File: config.mk
export PLATFORM = sky130hd
export DESIGN_NAME = cmp_reduce
export DESIGN_NICKNAME = d
export VERILOG_FILES = /design/src/rtl/cmp_reduce.sv
export SDC_FILE = /design/constraint.sdc
export NUM_CORES = 1
export LEC_CHECK = 0
export CAP_MARGIN = 10
export CORE_MARGIN = 8
export CORE_UTILIZATION = 51
export DETAILED_ROUTE_END_ITERATION = 7
export GPL_TIMING_DRIVEN = 0
export PLACE_DENSITY = 0.81
export SYNTH_ARGS = -nofsm -noshare
export SYNTH_HDL_FRONTEND = slang
export SYNTH_SLANG_ARGS = --single-unit
File: constraint.sdc
create_clock -name clk -period 2.3 [get_ports clk]
set_input_delay 0.575 -clock clk [delete_from_list [all_inputs] [get_ports clk]]
set_output_delay 0.575 -clock clk [all_outputs]
set_load 0.02 [all_outputs]
File: src/rtl/cmp_reduce.sv
// Per-lane min/max reduction over len beats, with optional argmin/argmax (CMP_REDUCE_ARGIDX_EN).
// Latency: result valid 1 cycle after last beat; in_ready only in ACC, result held until out_ready.
module cmp_reduce #(
   parameter int DATA_WIDTH = 8,
   parameter int NUM_LANES  = 4,
   parameter int LEN_WIDTH  = 8
) (
   input  logic                            clk,
   input  logic                            reset,
   input  logic                            start,
   input  logic [LEN_WIDTH-1:0]            len,
   input  logic                            op_max,
   input  logic                            is_signed,
   input  logic                            in_valid,
   output logic                            in_ready,
   input  logic [NUM_LANES*DATA_WIDTH-1:0] in_data,
   output logic                            out_valid,
   input  logic                            out_ready,
   output logic [NUM_LANES*DATA_WIDTH-1:0] out_data,
   output logic [NUM_LANES*LEN_WIDTH-1:0]  out_idx,
   output logic                            busy
);

   typedef enum logic [1:0] {IDLE, ACC, OUT} state_t;

   state_t               state, state_nx;
   logic [LEN_WIDTH-1:0] len_q;
   logic [LEN_WIDTH-1:0] cnt;
   logic                 op_max_q;
   logic                 signed_q;
   logic                 accept;
   logic                 last_beat;
   logic                 launch;

   assign launch    = (state == IDLE) && start && (len != '0);
   assign accept    = (state == ACC) && in_valid;
   assign last_beat = accept && (cnt == len_q - LEN_WIDTH'(1));

   always_ff @(posedge clk or posedge reset) begin
      if (reset) begin
         state <= IDLE;
      end else begin
         state <= state_nx;
      end
   end

   always_comb begin
      state_nx  = state;
      in_ready  = 1'b0;
      out_valid = 1'b0;
      busy      = 1'b1;
      case (state)
         IDLE: begin
            busy = 1'b0;
            if (launch) state_nx = ACC;
         end
         ACC: begin
            in_ready = 1'b1;
            if (last_beat) state_nx = OUT;
         end
         OUT: begin
            out_valid = 1'b1;
            if (out_ready) state_nx = IDLE;
         end
         default: state_nx = IDLE;
      endcase
   end

   // cnt stops at len after the last beat, so len = 2^LEN_WIDTH-1 never wraps.
   always_ff @(posedge clk or posedge reset) begin
      if (reset) begin
         len_q    <= '0;
         op_max_q <= 1'b0;
         signed_q <= 1'b0;
         cnt      <= '0;
      end else if (launch) begin
         len_q    <= len;
         op_max_q <= op_max;
         signed_q <= is_signed;
         cnt      <= '0;
      end else if (accept) begin
         cnt <= cnt + LEN_WIDTH'(1);
      end
   end

   for (genvar i = 0; i < NUM_LANES; i++) begin : g_lane
      logic [DATA_WIDTH-1:0] din;
      logic [DATA_WIDTH-1:0] cur;
      logic                  gt;
      logic                  lt;
      logic                  take;

      assign din  = in_data[i*DATA_WIDTH +: DATA_WIDTH];
      assign gt   = signed_q ? ($signed(din) > $signed(cur)) : (din > cur);
      assign lt   = signed_q ? ($signed(din) < $signed(cur)) : (din < cur);
      // Strict compare: ties keep the earlier beat.
      assign take = accept && ((cnt == '0) || (op_max_q ? gt : lt));

      always_ff @(posedge clk or posedge reset) begin
         if (reset) begin
            cur <= '0;
         end else if (take) begin
            cur <= din;
         end
      end

      assign out_data[i*DATA_WIDTH +: DATA_WIDTH] = cur;

`ifdef CMP_REDUCE_ARGIDX_EN
      logic [LEN_WIDTH-1:0] idx;

      always_ff @(posedge clk or posedge reset) begin
         if (reset) begin
            idx <= '0;
         end else if (take) begin
            idx <= cnt;
         end
      end

      assign out_idx[i*LEN_WIDTH +: LEN_WIDTH] = idx;
`else
      assign out_idx[i*LEN_WIDTH +: LEN_WIDTH] = '0;
`endif
   end

endmodule

# --- Yosys cells after proc, flatten, opt, wreduce, memory -nomap -nowiden ---
# Index checks and enable logic that the tools add are counted.
totals:
  ff_bits: 52
  in_bits: 47
  output_inout_bits: 67
  wordCells: 71
classes:
  add_sub_neg: 2
  order_cmp: 16
  n_eq_ne: 6
  n_mux: 21
  n_reduce_logical: 17
op_table:
  columns: ["op", "count"]
  rows:
  - ["$gt 8x8->1", 8]
  - ["$lt 8x8->1", 8]
  - ["$mux 8", 2]
  - ["$mux 1", 15]
  - ["$add 8x1->8 const B", 1]
  - ["$eq 8x8->1", 1]
  - ["$logic_and 1x1->1", 8]
  - ["$logic_not 8->1", 1]
  - ["$reduce_bool 8->1", 1]
  - ["$sub 8x1->8 const B", 1]
  - ["$mux 2", 3]
  - ["$ne 2x2->1 const B", 3]
  - ["$pmux 2 s3", 1]
  - ["$logic_or 1x1->1", 4]
  - ["$reduce_and 3->1", 1]
  - ["$eq 2x1->1 const B", 1]
  - ["$eq 2x2->1 const B", 1]
  - ["$logic_not 2->1", 1]
  - ["$reduce_bool 2->1", 1]

# --- Depth between registers and ports, before layout ---
# Gate-level depths: netlist of run 1.
logic_depth:
  depth_word: 5
  mapped_depth: 8
  ltp_nobuf: 7

# --- Worst setup path after synthesis of run 1 ---
# No wires, ideal clock.
synth_path:
  path_type: "input -> register"
  from: "input in_data[31]"
  to: "register g_lane[3].cur[0]"
  setup_ns: 0.066
  arrival_time_ns: 2.051
  required_ns: 2.234
  path_slack_ns: 0.184
  stages: 6
  n_path_buf: 1
  path_cell_list: "ha_1 -> mux2_2 -> o32a_1 -> buf_2 -> a211o_1 -> nand2_1"
synth_between:
  elab_chain_cells: 5
  elab_cells_between_ends: 9
  cone_classes: "order compare (4); mux (3); reduce/logical (2)"
synth_rtl:
  columns: ["item", "line", "rtl"]
  rows:
  - ["start, declared", "16", "input logic [NUM_LANES*DATA_WIDTH-1:0] in_data,"]
  - ["$lt 8x8->1 / $gt 8x8->1 (equally long branches)", "95, 94", null]
  - ["$mux 1, on equally long branches", "95, 94", null]
  - ["$mux 1 (*)", "97", "assign take = accept && ((cnt == '0) || (op_max_q ? gt : lt));"]
  - ["$logic_or 1x1->1 (*)", "97", null]
  - ["$logic_and 1x1->1 (*)", "97", null]
  - ["end signal, assigned", "103", "cur <= din;"]
  - ["end, declared", "88", "logic [DATA_WIDTH-1:0] cur;"]
# Every way passes the cells marked *; elsewhere a longest branch is shown, timed or not.
# A chain may end at the register's enable or synchronous reset.

# --- Worst setup path in the final report of run 1 ---
layout_path:
  from: "input in_data[5]"
  to: "register g_lane[0].cur[4]"
layout_between:
  elab_chain_cells: 5
  elab_cells_between_ends: 9
  cone_classes: "order compare (4); mux (3); reduce/logical (2)"
layout_rtl:
  columns: ["item", "line"]
  rows:
  - ["$lt 8x8->1 / $gt 8x8->1 (equally long branches)", "95, 94"]
  - ["$mux 1, on equally long branches", "95, 94"]
  - ["$mux 1 (*)", "97"]
  - ["$logic_or 1x1->1 (*)", "97"]
  - ["$logic_and 1x1->1 (*)", "97"]
  - ["end signal, assigned", "103"]
  - ["end, declared", "88"]
# Marks and branches as above.

==> out/metrics.cfg, run 1 <==
[outcome]
outcome = finished, violations left
violations = negative setup slack

[die]
die_height_um = 111
top_level_ports = 114
start_util_pct = 52.8
core.rowCount = 34
die_area_um2 = 12400
fp.dieW_um = 111
coreArea_um2 = 8760

[layout]
drive_gt1_share_pct = 17.2
final_util_pct = 70.3
layout_common_cells = clkdlybuf4s50_1, dfrtp_1, buf_4, nand2_1, inv_1
final_net_count = 778
layout_commonest_cell = clkdlybuf4s50_1
area_growth_pct = 33.2
area.sequential_um2 = 1300
fill_cells = 670
n_antenna_cell = 0
multi_input_area_um2 = 3060
final_area_um2 = 6160

[timing]
relSlewSlack_pct = 64.4
fin_setup_tns_ns = -0.00242
setup_ws_ns = -0.00242
fmax_ghz = 0.434
finClkSkew_ns = 0.0130
worst_pin_slew_ns = 0.533
period_minus_slack_ns = 2.30
slew_viol_final = 0
setup_violations = 1
finalCritPeriodShare_pct = 100
hold_viol = 0

[flow_run]
drv_cap = 0

[setup_path]
worst_ep_arrival_time_ns = 2.52
path_class = input port to flop
critPathRequiredTime_ns = 2.52
cpLargestDelayFamily = compound AO/OA/AOI/OAI gates
worstSetupStartpointType = input port
crit_fanout = 7
crit_chain = clkdlybuf4s50_1, ha_1, a21o_1, a311oi_2, a31oi_4, buf_2, o22ai_1, nand2_1
reg2reg_depth = 8
crit_path_top_delay_cell = clkdlybuf4s50_1
cp-end-kind = flop
rrSetupSlack_ns = 0.14
reg2reg_to = g_lane[0].cur[4]
slowest_delay_ns = 0.48
crit_buf_inv = 2
r2r-start = g_lane[0].cur[7]

[pwr]
power.leakage_uw = 0.00286
p_total_uw = 7780
clockPowerShare_pct = 7.5
p_int_uw = 4010
p_sw_share_pct = 48.4
seq_power_share_pct = 23.7
peakVddDrop_mv = 0.707
power.density_nw_per_um2 = 1260
p_sw_uw = 3760
pwr-share-comb_pct = 68.8

[synthesis]
synth_mux_area_share_pct = 2.68
synth_compound_area_share_pct = 25.7
syn_area_per_cell_um2 = 8.24
synth_xor_area_share_pct = 2.84
yosysTopAreaCellShare_pct = 28.1
synth_top_family_by_area = compound AO/OA/AOI/OAI gates
synth_fa_ha_area_share_pct = 9.47
yosys.area_share.simple_pct = 18.5
yosys-top-cells-area = dfrtp_1, ha_1, a211o_1
yosysSeqAreaShare_pct = 28.1
yosysTopAreaCell = dfrtp_1
netlist_instances = 561
synth.distinct_cells = 47
synth_seq_cells = 52
synth_area_um2 = 4620
synth_warnings = 0

[clock_tree]
clk_latency_ns = 0.32
cts_buffers = 5
cts.clk_slew.worst_paths_ns = 0.11
cts_tree = built
root_buffer = clkbuf_8
htree_levels = 2
cts_buffer_depth = 2
cts_sinks = 52

[hold_path]
hp-class = input port to asynchronous set/reset pin

[routing]
vias_per_cell = 6.12
finalWirelength_um = 14700
wl_per_cell_um = 18.3
antenna_left = 0
first_pass_iters = 7
drc = 0
vias = 4926
drt_iter0_markers = 389

[global_route]
grt_pass1_vias = 4786
grt_pass1_wl_um = 23800
grt_max_degree = 39
grt_overflow_total = 0
antenna_found_initial = 0
track_usage_pct = 22.3

[placed_design]
dpl_cell_area_um2 = 5710
gp_congestion = 0.869
portBuffers = 81
hpwl_um = 10600

-- layout make-up --
class | instances | area share (%)
inverter | 43 | 2.62
multi-input combinational | 428 | 49.7
sequential | 52 | 21.1
clock inverter | 2 | 0.244
tap | 108 | 2.19
buffer | 68 | 7.33
clock buffer | 6 | 1.34
timing repair buffer | 98 | 15.4
-- synthesized netlist by cell type (all sizes together) --
master / instances
a311oi: 3
and3: 33
nand2b: 4
a211oi: 2
nand3: 35
ha: 35
o211ai: 4
a21bo: 1
a211o: 32
o21ai: 43
a22oi: 1
nor4b: 1
clkbuf: 23
and4b: 1
mux2: 11
nor2b: 6
nor2: 9
dfrtp: 52
xnor2: 6
a21oi: 17
or3: 2
a31oi: 4
inv: 43
and3b: 1
o21bai: 1
buf: 46
a21o: 3
xor2: 9
nand3b: 2
and2: 1
a2111oi: 2
o22ai: 32
a21boi: 29
nand2: 45
conb: 1
a22o: 1
nand4: 13
nor3: 3
o32a: 1
nor4: 3
-- worst max path at each step --
stage | slack [ns] | start | endpoint | depth (start not counted)
after floorplan | 0.18 | in_data[31] | g_lane[3].cur[0] | 6
after global placement | -0.64 | reset | g_lane[0].cur[2] | 2
after detailed placement | -0.59 | in_data[15] | g_lane[1].cur[1] | 8
after CTS | 0.02 | in_data[23] | g_lane[2].cur[5] | 8
after global routing | -0.06 | in_data[23] | g_lane[2].cur[1] | 8
final | -0.002 | in_data[5] | g_lane[0].cur[4] | 8
-- layer usage --
layer  track usage [%]  wire [um]  vias up
li1                  -          -     2253
met1              26.8       5910     2354
met2              38.3       7250      267
met3              4.76       1140       52
met4              7.64        442        0
met5                 0          0        -
-- kinds of logic after synthesis --
group / Yosys count
other: 1
AOI/OAI and AO/OA: 176
xor gates and xnor gates: 15
muxes: 11
adders and majority gates: 35
DFF: 52
and+or+nand+nor: 159
buffers and inverters: 112
-- state kept, by name, summed over array words and instances (netlist names) --
register / cells
state: 2
len_q: 8
signed_q: 1
cnt: 8
op_max_q: 1
g_lane.cur: 32
-- stage by stage --
stage          setup WS (ns)  hold WS [ns]  std cells
2_1_floorplan          0.184         0.501        592
3_3_place_gp          -0.636         0.524        781
3_5_place_dp          -0.587         0.521        782
4_1_cts               0.0217         0.535        792
5_1_grt              -0.0579         0.573        805
6_report            -0.00242         0.534        805
-- power groups by stage --
stage | registers [uW] | clock network (uW) | logic [uW]
after floorplan | 1980 | 0 | 2980
after global placement | 1810 | 0 | 4460
after detailed placement | 1840 | 0 | 4680
after CTS | 1820 | 592 | 4900
after global routing | 1900 | 636 | 5790
final | 1840 | 581 | 5350
-- what timing repair did --
| item | 4_1_cts | 5_1_grt |
|---|---|---|
| hold buffers | 0 | 0 |
| endpoints found under the hold margin | 0 | 0 |
| gates resized for setup | 31 | 33 |
| buffers inserted | 1 | 13 |
| gates cloned | 1 | 1 |
| setup endpoints to repair | 33 | 34 |
| pin swaps | 1 | 14 |
Note: power is estimated with default switching activity, not from simulation.
==> run 2: changes to the inputs <==
--- a/config.mk
+++ b/config.mk
@@ -11,6 +11,7 @@
 export DETAILED_ROUTE_END_ITERATION = 7
 export GPL_TIMING_DRIVEN = 0
 export PLACE_DENSITY = 0.81
+export SETUP_SLACK_MARGIN = 0.5
 export SYNTH_ARGS = -nofsm -noshare
 export SYNTH_HDL_FRONTEND = slang
 export SYNTH_SLANG_ARGS = --single-unit
==> run 2 against run 1 <==
- critical path type is now flop to flop
- cell area rose by 12%
- non-clock buffer count rose by 38
- die area did not move
- clock power fell by 7.1%
- utilization rose by 8.2 points
- first-iteration DRC count rose by 42%
- global-route usage rose by 4.2 points
- the run now ends clean
- maximum frequency rose by 12%
- wire length rose by 23%
==> out/metrics.cfg, run 2 (synthesized netlist as in run 1, its figures left out) <==
[clock_tree]
cts.clk_slew.worst_paths_ns = 0.11
cts_tree = built
cts_sinks = 52
cts_buffers = 5
cts_buffer_depth = 2
root_buffer = clkbuf_8
htree_levels = 2
clk_latency_ns = 0.33
cts-hold-fix-buffers = 0

[routing]
wl_per_cell_um = 21.4
antenna_left = 0
drc = 0
vias = 5443
first_pass_iters = 6
vias_per_cell = 6.46
finalWirelength_um = 18100
drt_iter0_markers = 552

[placed_design]
dp.cells = 781
dp_slack_ns = -0.530
hpwl_um = 10500
portBuffers = 81
gp_congestion = 0.868

[pwr]
pwr-share-comb_pct = 73.9
power.density_nw_per_um2 = 1330
peakVddDrop_mv = 0.740
seq_power_share_pct = 20.2
clockPowerShare_pct = 5.9
p_sw_uw = 4450
p_int_uw = 4700
p_sw_share_pct = 48.6
power.leakage_uw = 0.00338

[setup_path]
crit_fanout = 5
worst_ep_arrival_time_ns = 2.30
rrSetupSlack_ns = 0.25
critPathRequiredTime_ns = 2.55
cp-end-kind = flop
worstSetupStartpointType = flop
path_class = flop to flop

[timing]
slew_viol_final = 0
setup_ws_ns = 0.248
relSlewSlack_pct = 64.5
finClkSkew_ns = 0.0164
hold_viol = 0
fmax_ghz = 0.487
setup_violations = 0
period_minus_slack_ns = 2.05
fin_setup_tns_ns = 0
grt_setup_unrepaired = true
finalCritPeriodShare_pct = 89.2
worst_pin_slew_ns = 0.532

[global_route]
grt_max_degree = 53
grt_pass1_vias = 5548
grt_pass1_wl_um = 27600
grt_util_met3_pct = 6.11
use_met2_pct = 45.2
grt_busiest_layer = met2
grtUsageMet1_pct = 30.1
antenna_found_initial = 0
track_usage_pct = 26.5
grt_overflow_total = 0

[die]
start_util_pct = 52.8
coreArea_um2 = 8760
top_level_ports = 114
core.rowCount = 34
fp.dieW_um = 111
die_height_um = 111
die_area_um2 = 12400

[layout]
largest-register = g_lane.cur
largestRegisters = g_lane.cur (32), cnt (8), len_q (8)
drive_gt1_share_pct = 29.9
layout_commonest_cell = buf_4
area_growth_pct = 48.8
final_net_count = 816
largest_reg_flops = 32
layout_common_cells = buf_4, dlygate4sd2_1, nand2_1, dfrtp_1, o21ai_0
n_antenna_cell = 0
instances_no_fill = 843

[flow_run]
drv_cap = 0

[outcome]
outcome = finished clean

[hold_path]
hp-class = flop to flop

[run 2: what timing repair did]
action	CTS	global route
endpoints found under the setup margin	77	44
setup buffers	36	9
pin swaps	53	22
gates resized for setup	208	51
cloned	8	0
[run 2: worst paths after layout]
check / start / endpoint / depth (start not counted)
max: g_lane[1].cur[7] / g_lane[1].cur[0] / 9
min: len_q[7] / len_q[7] / 1
max reg2reg: g_lane[1].cur[7] / g_lane[1].cur[0] / 9
min reg2reg: len_q[7] / len_q[7] / 1
max in group asynchronous: reset / g_lane[3].cur[7] / 3
min in group asynchronous: reset / g_lane[1].cur[5] / 2
[run 2: area by class of cell]
class	instances	area, um^2
Clock inverter	1	5.00
Tap cell	108	135
Timing Repair Buffer	135	1190
Buffer	69	643
Inverter	43	165
Multi-Input combinational cell	428	3360
Fill cell	571	1880
Sequential cell	52	1310
Clock buffer	7	76.3
[run 2: critical path: stages, from the launching register on]
cell      delay, ns
dfrtp_2        0.42
inv_2          0.06
ha_4           0.28
buf_6          0.11
nand4_1        0.20
o21ai_4        0.30
clkbuf_8       0.20
and3_1         0.20
o22ai_2        0.10
nand2_1        0.10
[run 2: power groups by stage]
stage,registers [uW],logic [uW],clock network [uW]
3_5_place_dp,1830,4860,0
5_1_grt,1890,7220,572
4_1_cts,1790,5970,527
2_1_floorplan,1990,3180,0
6_report,1850,6760,540
3_3_place_gp,1810,4710,0
[run 2: through the flow]
step	hold WS, ns	util, %	instance area (um^2)	total power (uW)
2_1_floorplan	0.501	-	4890	5170
3_3_place_gp	0.527	66.6	5840	6520
3_5_place_dp	0.531	66.6	5840	6700
4_1_cts	0.552	76.1	6670	8290
5_1_grt	0.575	78.5	6880	9690
6_report	0.544	78.5	6880	9150
[run 2: routing by layer]
layer | part of all wire (%) | wire [um]
met5 | 0 | 0
met4 | 4.8 | 869
met3 | 9.6 | 1740
met2 | 50 | 8950
met1 | 36 | 6510
==> edit (config.mk and constraints of run 2) <==
Change the parameter `NUM_LANES` from 4 to 3.
--- a/src/rtl/cmp_reduce.sv
+++ b/src/rtl/cmp_reduce.sv
@@ -4,3 +4,3 @@
    parameter int DATA_WIDTH = 8,
-   parameter int NUM_LANES  = 4,
+   parameter int NUM_LANES  = 3,
    parameter int LEN_WIDTH  = 8
Interface: changed (resized in_data, out_data and out_idx); port bits go from 114 to 90. No check against the original RTL was run, so the function may have changed too.
==> edit against run 2 <==
  * Die area down 18%
  * Sequential power down 17%
  * Design area down 15%
  * Via count down 18%
  * Routed wire length down 12%
  * Synthesized cell count down 21%
  * Count of clock-buffer cells in the layout down 1
  * Power down 11%
  * Area after synthesis down 20%
  * Sequential cell count down 8
  * Setup slack worse by 0.055 ns
  * Largest power group unchanged
==> edit: results (changes against run 2) <==
[status]
status=finished, final reports clean  ; unchanged

[sta]
relSlewSlack_pct=62.3  ; was 64.5%
hold_ws_ns=0.545  ; was 0.544 ns
clock_skew_ns=0.0200  ; was 0.0164 ns
fin_crit_ns=2.11  ; was 2.05 ns

[global_routing]
met1_usage_pct=27.2  ; was 30.1%
grt_use_met3_pct=6.01  ; was 6.11%
grtUsageMet2_pct=45.1  ; was 45.2%
grt_pass1_wl_um=21000  ; was 27600 um
grt_max_degree=32  ; was 53

[place]
place_ws_ns=-0.612  ; was -0.530 ns
place_inst=632  ; was 781
gp_congestion=0.848  ; was 0.868
portBuffers=65  ; was 81
postPlaceCellArea_sq_um=4680  ; was 5840 sq um
dp_hpwl_um=8090  ; was 10500 um

[synth]
postSynthCellCount=444  ; was 561
synth-seq-cells=44  ; was 52
ys_types=36  ; was 47
synth_mux_area_share_pct=3.64  ; was 2.68%
synth-compound-area-share_pct=23.3  ; was 25.7%
synthAdderAreaFrac_pct=9.18  ; was 9.47%
syn-cell-area_sq_um=3680  ; was 4620 sq um
yosysSeqAreaShare_pct=29.9  ; was 28.1%
ys_top_cells_by_count=dfrtp_1 (44), nand2_1 (38), inv_1 (34), ha_1 (27), o21ai_0 (27)  ; was dfrtp_1 (52), nand2_1 (45), inv_1 (43), o21ai_0 (38), ha_1 (35)
synthXorXnorAreaFrac_pct=4.49  ; was 2.84%
ys_top_cells_by_area=dfrtp_1 (30%), ha_1 (9.2%), a211o_1 (5.7%), buf_4 (4.9%), a21boi_0 (4.5%)  ; was dfrtp_1 (28%), ha_1 (9.5%), a211o_1 (6.1%), buf_4 (5.2%), a21boi_0 (4.5%)

[final_layout]
nFillCells=388  ; was 571
n_clock_buffer=6  ; was 7
seqCellArea_sq_um=1110  ; was 1310 sq um
buffers=177  ; was 204
reg.largest.list=g_lane.cur: 24 flops, cnt: 8 flops, len_q: 8 flops  ; was g_lane.cur: 32 flops, cnt: 8 flops, len_q: 8 flops
multi_input_area_share_pct=48.4  ; was 48.8%
drive_gt1_share_pct=39.6  ; was 29.9%
multi_input_gates=338  ; was 428
nNonClkInverters=34  ; was 43
finalNetCount=666  ; was 816
syn2layout_area_growth_pct=59.3  ; was 48.8%
bufAreaShareNonClock_pct=26.8  ; was 26.6%

[setup_path]
rr_worst_depth=8  ; was 9
critPathTopFamily=compound AO/OA/AOI/OAI gates  ; was simple AND/OR/NAND/NOR gates
r2r_setup_slack_ns=0.19  ; was 0.25 ns
startpoint=g_lane[0].cur[7]  ; was g_lane[1].cur[7]
r2r_end=g_lane[0].cur[2]  ; was g_lane[1].cur[0]

[detailed_routing]
finalWirelength_um=15900  ; was 18100 um
drt_iter0_markers=429  ; was 552
vias_per_cell=6.41  ; was 6.46
m1WireLength_um=5550  ; was 6510 um
wl_per_cell_um=22.7  ; was 21.4 um
wl_met3_um=1430  ; was 1740 um

[power_and_ir_drop]
p_leak_uw=0.00285  ; was 0.00338 uW
peakVddDrop_mv=0.756  ; was 0.740 mV

==> edit: power breakdown <==
| part | total [uW] | switching (uW) | leakage, uW | internal [uW] |
|---|---|---|---|---|
| Combinational | 6090 | 3180 | 0.00225 | 2910 |
| Sequential | 1530 | 408 | 0.000546 | 1120 |
| Clock | 550 | 309 | 0.0000510 | 241 |
| Total | 8160 | 3890 | 0.00285 | 4270 |
==> edit: timing repair <==
action / CTS / global route
setup buffers: 37 / 13
hold buffers: 0 / 0
pin swaps: 56 / 43
gates cloned: 7 / 3
endpoints found under the setup margin: 69 / 35
gates resized for setup: 194 / 85
==> edit: kinds of logic after synthesis <==
family | count (synthesis)
AO/OA/AOI/OAI | 127
XOR/XNOR | 18
adder cells (fa/ha/maj) | 27
buffers and inverters | 85
flip-flops | 44
multiplexers | 12
other | 1
AND/OR/NAND/NOR | 130
